[config.mk]
export PLATFORM = sky130hd
export DESIGN_NAME = img_block_compress_flat
export DESIGN_NICKNAME = d
export VERILOG_FILES = /design/src/rtl/img_block_compress_if.sv /design/src/rtl/img_block_compress.sv /design/src/flat_wrapper.sv
export SDC_FILE = /design/constraint.sdc
export NUM_CORES = 1
export LEC_CHECK = 0
export CORE_ASPECT_RATIO = 1.4
export CORE_UTILIZATION = 35
export DETAILED_ROUTE_END_ITERATION = 8
export GPL_TIMING_DRIVEN = 1
export SLEW_MARGIN = 20
export SYNTH_ARGS = -nofsm -noshare
export SYNTH_HDL_FRONTEND = slang
export SYNTH_SLANG_ARGS = --single-unit
[constraint.sdc]
create_clock -name clk -period 27.5 [get_ports clk]
set_clock_uncertainty 0.2 [all_clocks]
set_input_delay 5.5 -clock clk [delete_from_list [all_inputs] [get_ports clk]]
set_output_delay 5.5 -clock clk [all_outputs]
set_load 0.02 [all_outputs]
[src/rtl/img_block_compress_if.sv]
// ---------------------------------------------------------------------------
// img_block_compress_if
//   Pixel-memory and control bundle between img_block_compress and its
//   environment (image memory plus controller).
//
//   Parameter
//     IMG_LOG2      image side = 2^IMG_LOG2 pixels
//
//   Signals
//     start         one-cycle operation request
//     mode          00 gray, 01 compress, 10/11 gray then compress
//     in_pix        pixel at [row,col], combinational read (R,G,B)
//     row, col      shared read/write pixel address
//     out_we        write strobe for out_pix at [row,col]
//     out_pix       written pixel, value carried in the green byte
//     busy          operation in progress
//     gray_done     one-cycle pulse at the end of the gray pass
//     compress_done one-cycle pulse at the end of compression
//
//   Modports
//     master        environment side (drives start/mode/in_pix)
//     slave         img_block_compress side
// ---------------------------------------------------------------------------
interface img_block_compress_if #(
  parameter int IMG_LOG2 = 6
);
  logic                start;
  logic [1:0]          mode;
  logic [23:0]         in_pix;
  logic [IMG_LOG2-1:0] row;
  logic [IMG_LOG2-1:0] col;
  logic                out_we;
  logic [23:0]         out_pix;
  logic                busy;
  logic                gray_done;
  logic                compress_done;

  modport master (
    output start, mode, in_pix,
    input  row, col, out_we, out_pix, busy, gray_done, compress_done
  );

  modport slave (
    input  start, mode, in_pix,
    output row, col, out_we, out_pix, busy, gray_done, compress_done
  );
endinterface

[src/rtl/img_block_compress.sv]
// ---------------------------------------------------------------------------
// img_block_compress
//   Converts a square RGB image to gray in place and/or applies two-level
//   block truncation coding: each N x N block is replaced by a low and a
//   high level chosen from the block mean, mean absolute deviation and the
//   count of pixels at or above the mean.
//
//   Parameters
//     IMG_LOG2   image side = 2^IMG_LOG2
//     BLK_LOG2   block side N = 2^BLK_LOG2 (1..3, <= IMG_LOG2), K = N*N
//
//   Ports
//     clk        rising-edge clock
//     rst_n      asynchronous active-low reset
//     bus        img_block_compress_if.slave (start, mode, in_pix, row, col,
//                out_we, out_pix, busy, gray_done, compress_done)
//
//   Configuration macro
//     GRAY_LUMA_EN  defined: gray = (77R + 150G + 29B) >> 8
//                   undefined: gray = (max(R,G,B) + min(R,G,B)) / 2
// ---------------------------------------------------------------------------
module img_block_compress #(
  parameter int IMG_LOG2 = 6,
  parameter int BLK_LOG2 = 2
) (
  input  logic                 clk,
  input  logic                 rst_n,
  img_block_compress_if.slave  bus
);

  localparam int K_LOG2 = 2 * BLK_LOG2;
  localparam int ACC_W  = 8 + K_LOG2;
  localparam int CNT_W  = K_LOG2 + 1;
  localparam logic [IMG_LOG2-1:0] ADDR_ZERO = {IMG_LOG2{1'b0}};
  localparam logic [IMG_LOG2-1:0] ADDR_ONES = {IMG_LOG2{1'b1}};
  localparam logic [IMG_LOG2-1:0] ADDR_ONE  = IMG_LOG2'(1);
  // Selects the in-block part of a row/col address.
  localparam logic [IMG_LOG2-1:0] LOW_MASK  = IMG_LOG2'((1 << BLK_LOG2) - 1);
  localparam logic [CNT_W-1:0]    K_CNT     = CNT_W'(1 << K_LOG2);

  typedef enum logic [2:0] {
    IDLE     = 3'd0,
    GRAY     = 3'd1,
    BLK_SUM  = 3'd2,
    BLK_VAR  = 3'd3,
    BLK_CALC = 3'd4,
    BLK_WR   = 3'd5,
    DONE     = 3'd6
  } state_t;

  state_t              state_r;
  logic [1:0]          mode_r;
  logic [IMG_LOG2-1:0] row_r;
  logic [IMG_LOG2-1:0] col_r;
  logic                out_we_r;
  logic                busy_r;
  logic                gray_done_r;
  logic                compress_done_r;
  logic [ACC_W-1:0]    sum_r;
  logic [ACC_W-1:0]    vsum_r;
  logic [CNT_W-1:0]    beta_r;
  logic [7:0]          lm_r;
  logic [7:0]          hm_r;

  // Gray value of one RGB pixel.
  function automatic logic [7:0] gray_of(input logic [23:0] pix);
`ifdef GRAY_LUMA_EN
    logic [15:0] acc;
    acc = 16'd77  * {8'h00, pix[23:16]}
        + 16'd150 * {8'h00, pix[15:8]}
        + 16'd29  * {8'h00, pix[7:0]};
    return acc[15:8];
`else
    logic [7:0] mx;
    logic [7:0] mn;
    logic [8:0] s;
    mx = (pix[23:16] > pix[15:8]) ? pix[23:16] : pix[15:8];
    mx = (mx > pix[7:0]) ? mx : pix[7:0];
    mn = (pix[23:16] < pix[15:8]) ? pix[23:16] : pix[15:8];
    mn = (mn < pix[7:0]) ? mn : pix[7:0];
    s  = {1'b0, mx} + {1'b0, mn};
    return s[8:1];
`endif
  endfunction

  function automatic logic [7:0] abs_diff(input logic [7:0] a, input logic [7:0] b);
    return (a >= b) ? (a - b) : (b - a);
  endfunction

  logic [7:0]          p_s;
  logic [7:0]          avg_s;
  logic [7:0]          var_s;
  logic [7:0]          gray_s;
  logic [7:0]          wr_val_s;
  logic [15:0]         kvar_s;
  logic [15:0]         lo_den_s;
  logic [15:0]         hi_den_s;
  logic [15:0]         lm_q_s;
  logic [15:0]         hm_q_s;
  logic [16:0]         hm_sum_s;
  logic [7:0]          lm_next_s;
  logic [7:0]          hm_next_s;
  logic                blk_end_s;
  logic                img_end_s;
  logic [IMG_LOG2-1:0] row_step_s;
  logic [IMG_LOG2-1:0] col_step_s;
  logic [IMG_LOG2-1:0] row_nb_s;
  logic [IMG_LOG2-1:0] col_nb_s;
  logic [IMG_LOG2-1:0] row_gray_s;
  logic [IMG_LOG2-1:0] col_gray_s;

  assign p_s       = bus.in_pix[15:8];
  assign avg_s     = 8'(sum_r >> K_LOG2);
  assign var_s     = 8'(vsum_r >> K_LOG2);
  assign gray_s    = gray_of(bus.in_pix);
  assign wr_val_s  = (state_r == GRAY) ? gray_s : ((p_s < avg_s) ? lm_r : hm_r);
  // K*var as a shift; denominators are 2*(K-beta) and 2*beta.
  assign kvar_s    = 16'(var_s) << K_LOG2;
  assign lo_den_s  = 16'({K_CNT - beta_r, 1'b0});
  assign hi_den_s  = 16'({beta_r, 1'b0});
  assign blk_end_s = ((row_r & LOW_MASK) == LOW_MASK) && ((col_r & LOW_MASK) == LOW_MASK);
  assign img_end_s = (row_r == ADDR_ONES) && (col_r == ADDR_ONES);

  // Raster stepping over the whole image for the gray pass.
  assign col_gray_s = col_r + ADDR_ONE;
  assign row_gray_s = (col_r == ADDR_ONES) ? (row_r + ADDR_ONE) : row_r;

  // Advance to the first pixel of the next block (block-raster order).
  assign col_nb_s = (col_r | LOW_MASK) + ADDR_ONE;
  assign row_nb_s = (col_r == ADDR_ONES) ? ((row_r | LOW_MASK) + ADDR_ONE) : (row_r & ~LOW_MASK);

  // Raster step inside the current block; the last pixel rewinds to the block origin.
  always_comb begin
    row_step_s = row_r;
    col_step_s = col_r;
    if ((col_r & LOW_MASK) == LOW_MASK) begin
      col_step_s = col_r & ~LOW_MASK;
      if ((row_r & LOW_MASK) == LOW_MASK) begin
        row_step_s = row_r & ~LOW_MASK;
      end else begin
        row_step_s = row_r + ADDR_ONE;
      end
    end else begin
      col_step_s = col_r + ADDR_ONE;
      row_step_s = row_r;
    end
  end

  // Low/high levels from the block statistics, clamped to 0..255.
  always_comb begin
    lm_q_s    = 16'h0000;
    hm_q_s    = 16'h0000;
    lm_next_s = avg_s;
    hm_next_s = avg_s;
    hm_sum_s  = 17'h00000;
    // All pixels at or above the mean: no low population, so Lm is the mean.
    if (beta_r == K_CNT) begin
      lm_q_s = 16'h0000;
    end else begin
      lm_q_s = kvar_s / lo_den_s;
    end
    // beta is at least 1 (the block maximum is >= the mean); guard anyway.
    if (beta_r == {CNT_W{1'b0}}) begin
      hm_q_s = 16'h0000;
    end else begin
      hm_q_s = kvar_s / hi_den_s;
    end
    if (lm_q_s > {8'h00, avg_s}) begin
      lm_next_s = 8'h00;
    end else begin
      lm_next_s = avg_s - lm_q_s[7:0];
    end
    hm_sum_s = {9'h000, avg_s} + {1'b0, hm_q_s};
    if (hm_sum_s > 17'd255) begin
      hm_next_s = 8'hFF;
    end else begin
      hm_next_s = hm_sum_s[7:0];
    end
  end

  // Control FSM with address generation, block accumulators and status outputs.
  always_ff @(posedge clk or negedge rst_n) begin
    if (!rst_n) begin
      state_r         <= IDLE;
      mode_r          <= 2'b00;
      row_r           <= ADDR_ZERO;
      col_r           <= ADDR_ZERO;
      out_we_r        <= 1'b0;
      busy_r          <= 1'b0;
      gray_done_r     <= 1'b0;
      compress_done_r <= 1'b0;
      sum_r           <= {ACC_W{1'b0}};
      vsum_r          <= {ACC_W{1'b0}};
      beta_r          <= {CNT_W{1'b0}};
      lm_r            <= 8'h00;
      hm_r            <= 8'h00;
    end else begin
      gray_done_r     <= 1'b0;
      compress_done_r <= 1'b0;
      case (state_r)
        IDLE: begin
          if (bus.start) begin
            mode_r <= bus.mode;
            busy_r <= 1'b1;
            row_r  <= ADDR_ZERO;
            col_r  <= ADDR_ZERO;
            sum_r  <= {ACC_W{1'b0}};
            vsum_r <= {ACC_W{1'b0}};
            beta_r <= {CNT_W{1'b0}};
            if (bus.mode == 2'b01) begin
              state_r  <= BLK_SUM;
              out_we_r <= 1'b0;
            end else begin
              state_r  <= GRAY;
              out_we_r <= 1'b1;
            end
          end else begin
            state_r <= IDLE;
          end
        end
        GRAY: begin
          row_r <= row_gray_s;
          col_r <= col_gray_s;
          if (img_end_s) begin
            gray_done_r <= 1'b1;
            out_we_r    <= 1'b0;
            sum_r       <= {ACC_W{1'b0}};
            vsum_r      <= {ACC_W{1'b0}};
            beta_r      <= {CNT_W{1'b0}};
            if (mode_r == 2'b00) begin
              state_r <= DONE;
            end else begin
              state_r <= BLK_SUM;
            end
          end else begin
            state_r <= GRAY;
          end
        end
        BLK_SUM: begin
          sum_r <= sum_r + ACC_W'(p_s);
          row_r <= row_step_s;
          col_r <= col_step_s;
          if (blk_end_s) begin
            state_r <= BLK_VAR;
          end else begin
            state_r <= BLK_SUM;
          end
        end
        BLK_VAR: begin
          vsum_r <= vsum_r + ACC_W'(abs_diff(p_s, avg_s));
          beta_r <= beta_r + CNT_W'(p_s >= avg_s);
          row_r  <= row_step_s;
          col_r  <= col_step_s;
          if (blk_end_s) begin
            state_r <= BLK_CALC;
          end else begin
            state_r <= BLK_VAR;
          end
        end
        BLK_CALC: begin
          lm_r     <= lm_next_s;
          hm_r     <= hm_next_s;
          out_we_r <= 1'b1;
          state_r  <= BLK_WR;
        end
        BLK_WR: begin
          if (blk_end_s) begin
            out_we_r <= 1'b0;
            row_r    <= row_nb_s;
            col_r    <= col_nb_s;
            sum_r    <= {ACC_W{1'b0}};
            vsum_r   <= {ACC_W{1'b0}};
            beta_r   <= {CNT_W{1'b0}};
            if (img_end_s) begin
              compress_done_r <= 1'b1;
              state_r         <= DONE;
            end else begin
              state_r <= BLK_SUM;
            end
          end else begin
            row_r   <= row_step_s;
            col_r   <= col_step_s;
            state_r <= BLK_WR;
          end
        end
        DONE: begin
          busy_r  <= 1'b0;
          state_r <= IDLE;
        end
        default: begin
          state_r  <= IDLE;
          busy_r   <= 1'b0;
          out_we_r <= 1'b0;
        end
      endcase
    end
  end

  assign bus.row           = row_r;
  assign bus.col           = col_r;
  assign bus.out_we        = out_we_r;
  // The written value follows the combinational read of the current address.
  assign bus.out_pix       = out_we_r ? {8'h00, wr_val_s, 8'h00} : 24'h000000;
  assign bus.busy          = busy_r;
  assign bus.gray_done     = gray_done_r;
  assign bus.compress_done = compress_done_r;

endmodule

[src/flat_wrapper.sv]
// flat-port wrapper written by rule: the top's interface ports become plain ports
module img_block_compress_flat 
#(
  parameter int IMG_LOG2 = 6,
  parameter int BLK_LOG2 = 2
)
  (clk, rst_n, bus_start, bus_mode, bus_in_pix, bus_row, bus_col, bus_out_we, bus_out_pix, bus_busy, bus_gray_done, bus_compress_done);
  img_block_compress_if #(.IMG_LOG2(IMG_LOG2)) bus_i ();
  input  logic clk;
  input  logic rst_n;
  input wire logic [$bits(bus_i.start)-1:0] bus_start;
  input wire logic [$bits(bus_i.mode)-1:0] bus_mode;
  input wire logic [$bits(bus_i.in_pix)-1:0] bus_in_pix;
  output wire logic [$bits(bus_i.row)-1:0] bus_row;
  output wire logic [$bits(bus_i.col)-1:0] bus_col;
  output wire logic [$bits(bus_i.out_we)-1:0] bus_out_we;
  output wire logic [$bits(bus_i.out_pix)-1:0] bus_out_pix;
  output wire logic [$bits(bus_i.busy)-1:0] bus_busy;
  output wire logic [$bits(bus_i.gray_done)-1:0] bus_gray_done;
  output wire logic [$bits(bus_i.compress_done)-1:0] bus_compress_done;
  assign bus_i.start = bus_start;
  assign bus_i.mode = bus_mode;
  assign bus_i.in_pix = bus_in_pix;
  assign bus_row = bus_i.row;
  assign bus_col = bus_i.col;
  assign bus_out_we = bus_i.out_we;
  assign bus_out_pix = bus_i.out_pix;
  assign bus_busy = bus_i.busy;
  assign bus_gray_done = bus_i.gray_done;
  assign bus_compress_done = bus_i.compress_done;
  img_block_compress #(.IMG_LOG2(IMG_LOG2), .BLK_LOG2(BLK_LOG2)) u_core (.clk(clk), .rst_n(rst_n), .bus(bus_i));
endmodule
==> flow_summary.ini <==
[status]
outcome = completed

[clock_tree]
path_clk_slew_ps = 60
cts-root-buf = clkbuf_16
clk_latency_ps = 360
clock_path_buffers = 2
cts_made_buffers = 9
cts_hold_buf = 0
h-tree-depth = 3
cts_tree = done
cts.sink_count = 66

[sta]
tightest_slew_ps = 976
layout_min_cycle_time_ps = 25920
relSlewSlack = 0.345
fmax_mhz = 38.6
fin_crit_sh = 0.943
hold_violations = 0
whs_ps = 274
finalMaxSlewViolations = 0
setup_viol = 0

[floorplanning]
die_area_mm2 = 0.0438
die_x_um = 177
initial_core_util = 0.356
std_cell_rows = 89
dieHeight_um = 247
ioPinCount = 69
core_area_mm2 = 0.0422

[route]
vias = 15400
drt-total-wl_um = 47500
avgRoutedWirePerCell_um = 17.7
first_pass_iters = 5
ant_nets = 0
drcViolationCount = 0
first_iter_violations = 820
avgViaCountPerCell = 5.76

[worst_setup_path]
critical-path-max-stage-delay_ps = 550
cp_slowest_cell = or4_4
r2r_slack_ps = 1580
end_kind = flip-flop
critical_path_peak_fanout = 9
crit_buf_inv = 4
cp_data_arrival_time_ps = 25960
crit_type = flip-flop to flip-flop
startpoint_type = flip-flop
crit_path_frequent_cell = o21a_1
required_ps = 27540
crit_family = compound AO/OA/AOI/OAI gates

[cells_and_area]
design_area_mm2 = 0.0175
n_fill_cell = 4295
nets = 2387
antenna_cells = 0
area_delta_synth_final_pct = 16.5
drive_gt1_frac = 0.147

[synthesis]
synthAdderAreaFrac = 0.197
synth_seq_cells = 66
synth.area.top_cells = ha_1 18%, dfrtp_1 11%, nor2_1 5.2%, a21oi_1 4.7%, o21ai_0 4.2%
yosysUniqueCellTypes = 111
synth-main-ff-cell = dfrtp_1
postSynthAreaPerCell_um2 = 7.50
ys_warn_count = 0
muxShareOfSynthArea = 0.0541
synth_xor_area_frac = 0.0560
synth_top_family_by_area = compound AO/OA/AOI/OAI gates
yosys.area_share.simple = 0.238
syn_inst = 2004
synthArstFlopShare = 1.00
ys_seq_area_frac = 0.110
synth-edff-count = 0
netlist.area_leader.share = 0.185
synth-compound-area-share = 0.298
yosysTopAreaCell = ha_1
synth_area_mm2 = 0.0150

[run]
cap_violations = 0

[worst_hold_path]
hp-class = flip-flop to flip-flop

[global_route]
track_usage = 0.214
grt_max_degree = 67
grt_overflow_total = 0
antenna_found_initial = 0
grt_pass1_wl_um = 75900
grt_pass1_vias = 15200

[placed_design]
place_congestion = 0.956
hpwl_um = 38300
io_buffers = 52
postPlaceCellArea_mm2 = 0.0166
metrics by stage:
stage                     TNS [ps]  worst slack (ps)   util  std cells
after detailed placement     -4960              -627  0.393       2636
final                            0              1580  0.415       2679
after global routing         -1170              -159  0.415       2679
after global placement           0               281  0.393       2636
after floorplan                  0               234      -       2027
after CTS                        0              46.8  0.401       2654
state kept, by name (all words and copies together) (netlist names):
name                      count
u_core.bus.busy               1
u_core.vsum_r                12
u_core.bus.col                6
u_core.bus.gray_done          1
u_core.bus.compress_done      1
u_core.hm_r                   8
u_core.lm_r                   8
u_core.bus.out_we             1
u_core.mode_r                 2
u_core.sum_r                 12
u_core.bus.row                6
u_core.state_r                3
u_core.beta_r                 5
layout by cell type, fill, tap and decap left out, types with 18 or more instances in the layout:
master and instances:
a21o_1 53, a21oi_1 120, a21oi_2 24, a31oi_1 20, and2_1 20, buf_4 106, clkdlybuf4s50_1 51, conb_1 24
dfrtp_1 66, ha_1 220, inv_1 93, mux2_2 35, mux2i_1 25, nand2_1 152, nand2b_1 36, nand3_1 36
nand4_1 19, nor2_1 197, nor2b_1 35, nor3_1 76, o21a_1 67, o21ai_0 116, o21bai_1 20, o22ai_1 18
o31ai_1 24, or2_2 18, or3_1 21, xnor2_1 63, xor2_1 33
final timing paths:
| check | startpoint | end | cells past startpoint |
|---|---|---|---|
| max | u_core.beta_r[0]$_DFFE_PN0P_ | u_core.hm_r[7]$_DFFE_PN0P_ | 138 |
| min | u_core.lm_r[7]$_DFFE_PN0P_ | u_core.lm_r[7]$_DFFE_PN0P_ | 2 |
| max reg2reg | u_core.beta_r[0]$_DFFE_PN0P_ | u_core.hm_r[7]$_DFFE_PN0P_ | 138 |
| min reg2reg | u_core.lm_r[7]$_DFFE_PN0P_ | u_core.lm_r[7]$_DFFE_PN0P_ | 2 |
| max in group asynchronous | rst_n | u_core.vsum_r[2]$_DFFE_PN0P_ | 2 |
| min in group asynchronous | rst_n | u_core.lm_r[3]$_DFFE_PN0P_ | 2 |
final cells by class:
type                       instances  area [um^2]  share of cell area
multi-input combinational       1796        13200               0.752
sequential                        66         1650              0.0944
tap                              546          683              0.0390
inverter                          94          353              0.0202
clock inverter                     6         66.3             0.00379
clock buffer                      10          239              0.0137
timing repair buffer             161         1350              0.0771
cells by family after synthesis:
group	after synthesis
AO/OA/AOI/OAI	652
adder cells (fa/ha/maj)	232
multiplexers	73
other	1
buffers and inverters	165
flip-flops	66
AND/OR/NAND/NOR	719
XOR/XNOR	96
Yosys cell counts, types with 14 or more instances:
cell type	number
o21bai_1	20
clkbuf_1	38
xnor2_1	63
nand2_1	159
and3_1	14
or3_1	22
ha_1	222
inv_1	93
a21oi_1	142
mux2i_1	29
nor4_1	17
nand4_1	19
a211oi_1	19
o22ai_1	18
dfrtp_1	66
nor2b_1	39
o21a_1	67
a31oi_1	20
mux2_2	35
a21o_1	53
o21ai_0	127
o31ai_1	25
nand3_1	36
buf_4	21
xor2_1	33
and2_1	21
or2_2	18
nor3_1	81
nor2_1	207
nand2b_1	36
per-layer routing:
metal | GRT usage | vias to the layer above | share of wire
met3 | 0.0143 | 117 | 0.030
met2 | 0.424 | 362 | 0.53
met4 | 0.0981 | 0 | 0.039
met5 | 0 | - | 0
li1 | - | 7666 | -
met1 | 0.226 | 7288 | 0.40
worst register-to-register path, delay by kind of cell, from the launching register on:
family / cells / cell delay (ps)
AOI/OAI and AO/OA: 71 / 12020
and+or+nand+nor: 41 / 6700
adders and majority gates: 15 / 4100
muxes: 7 / 1870
buffers and inverters: 4 / 540
DFF: 1 / 390
repair_timing:
action | 4_1_cts | 5_1_grt
setup buffers | 2 | 25
endpoints found under the setup margin | 8 | 16
pin swaps | 2 | 20
resized for setup | 9 | 104
Power is not shown: default switching activity piles up to over one toggle a cycle in this logic, so the estimate is an artifact.
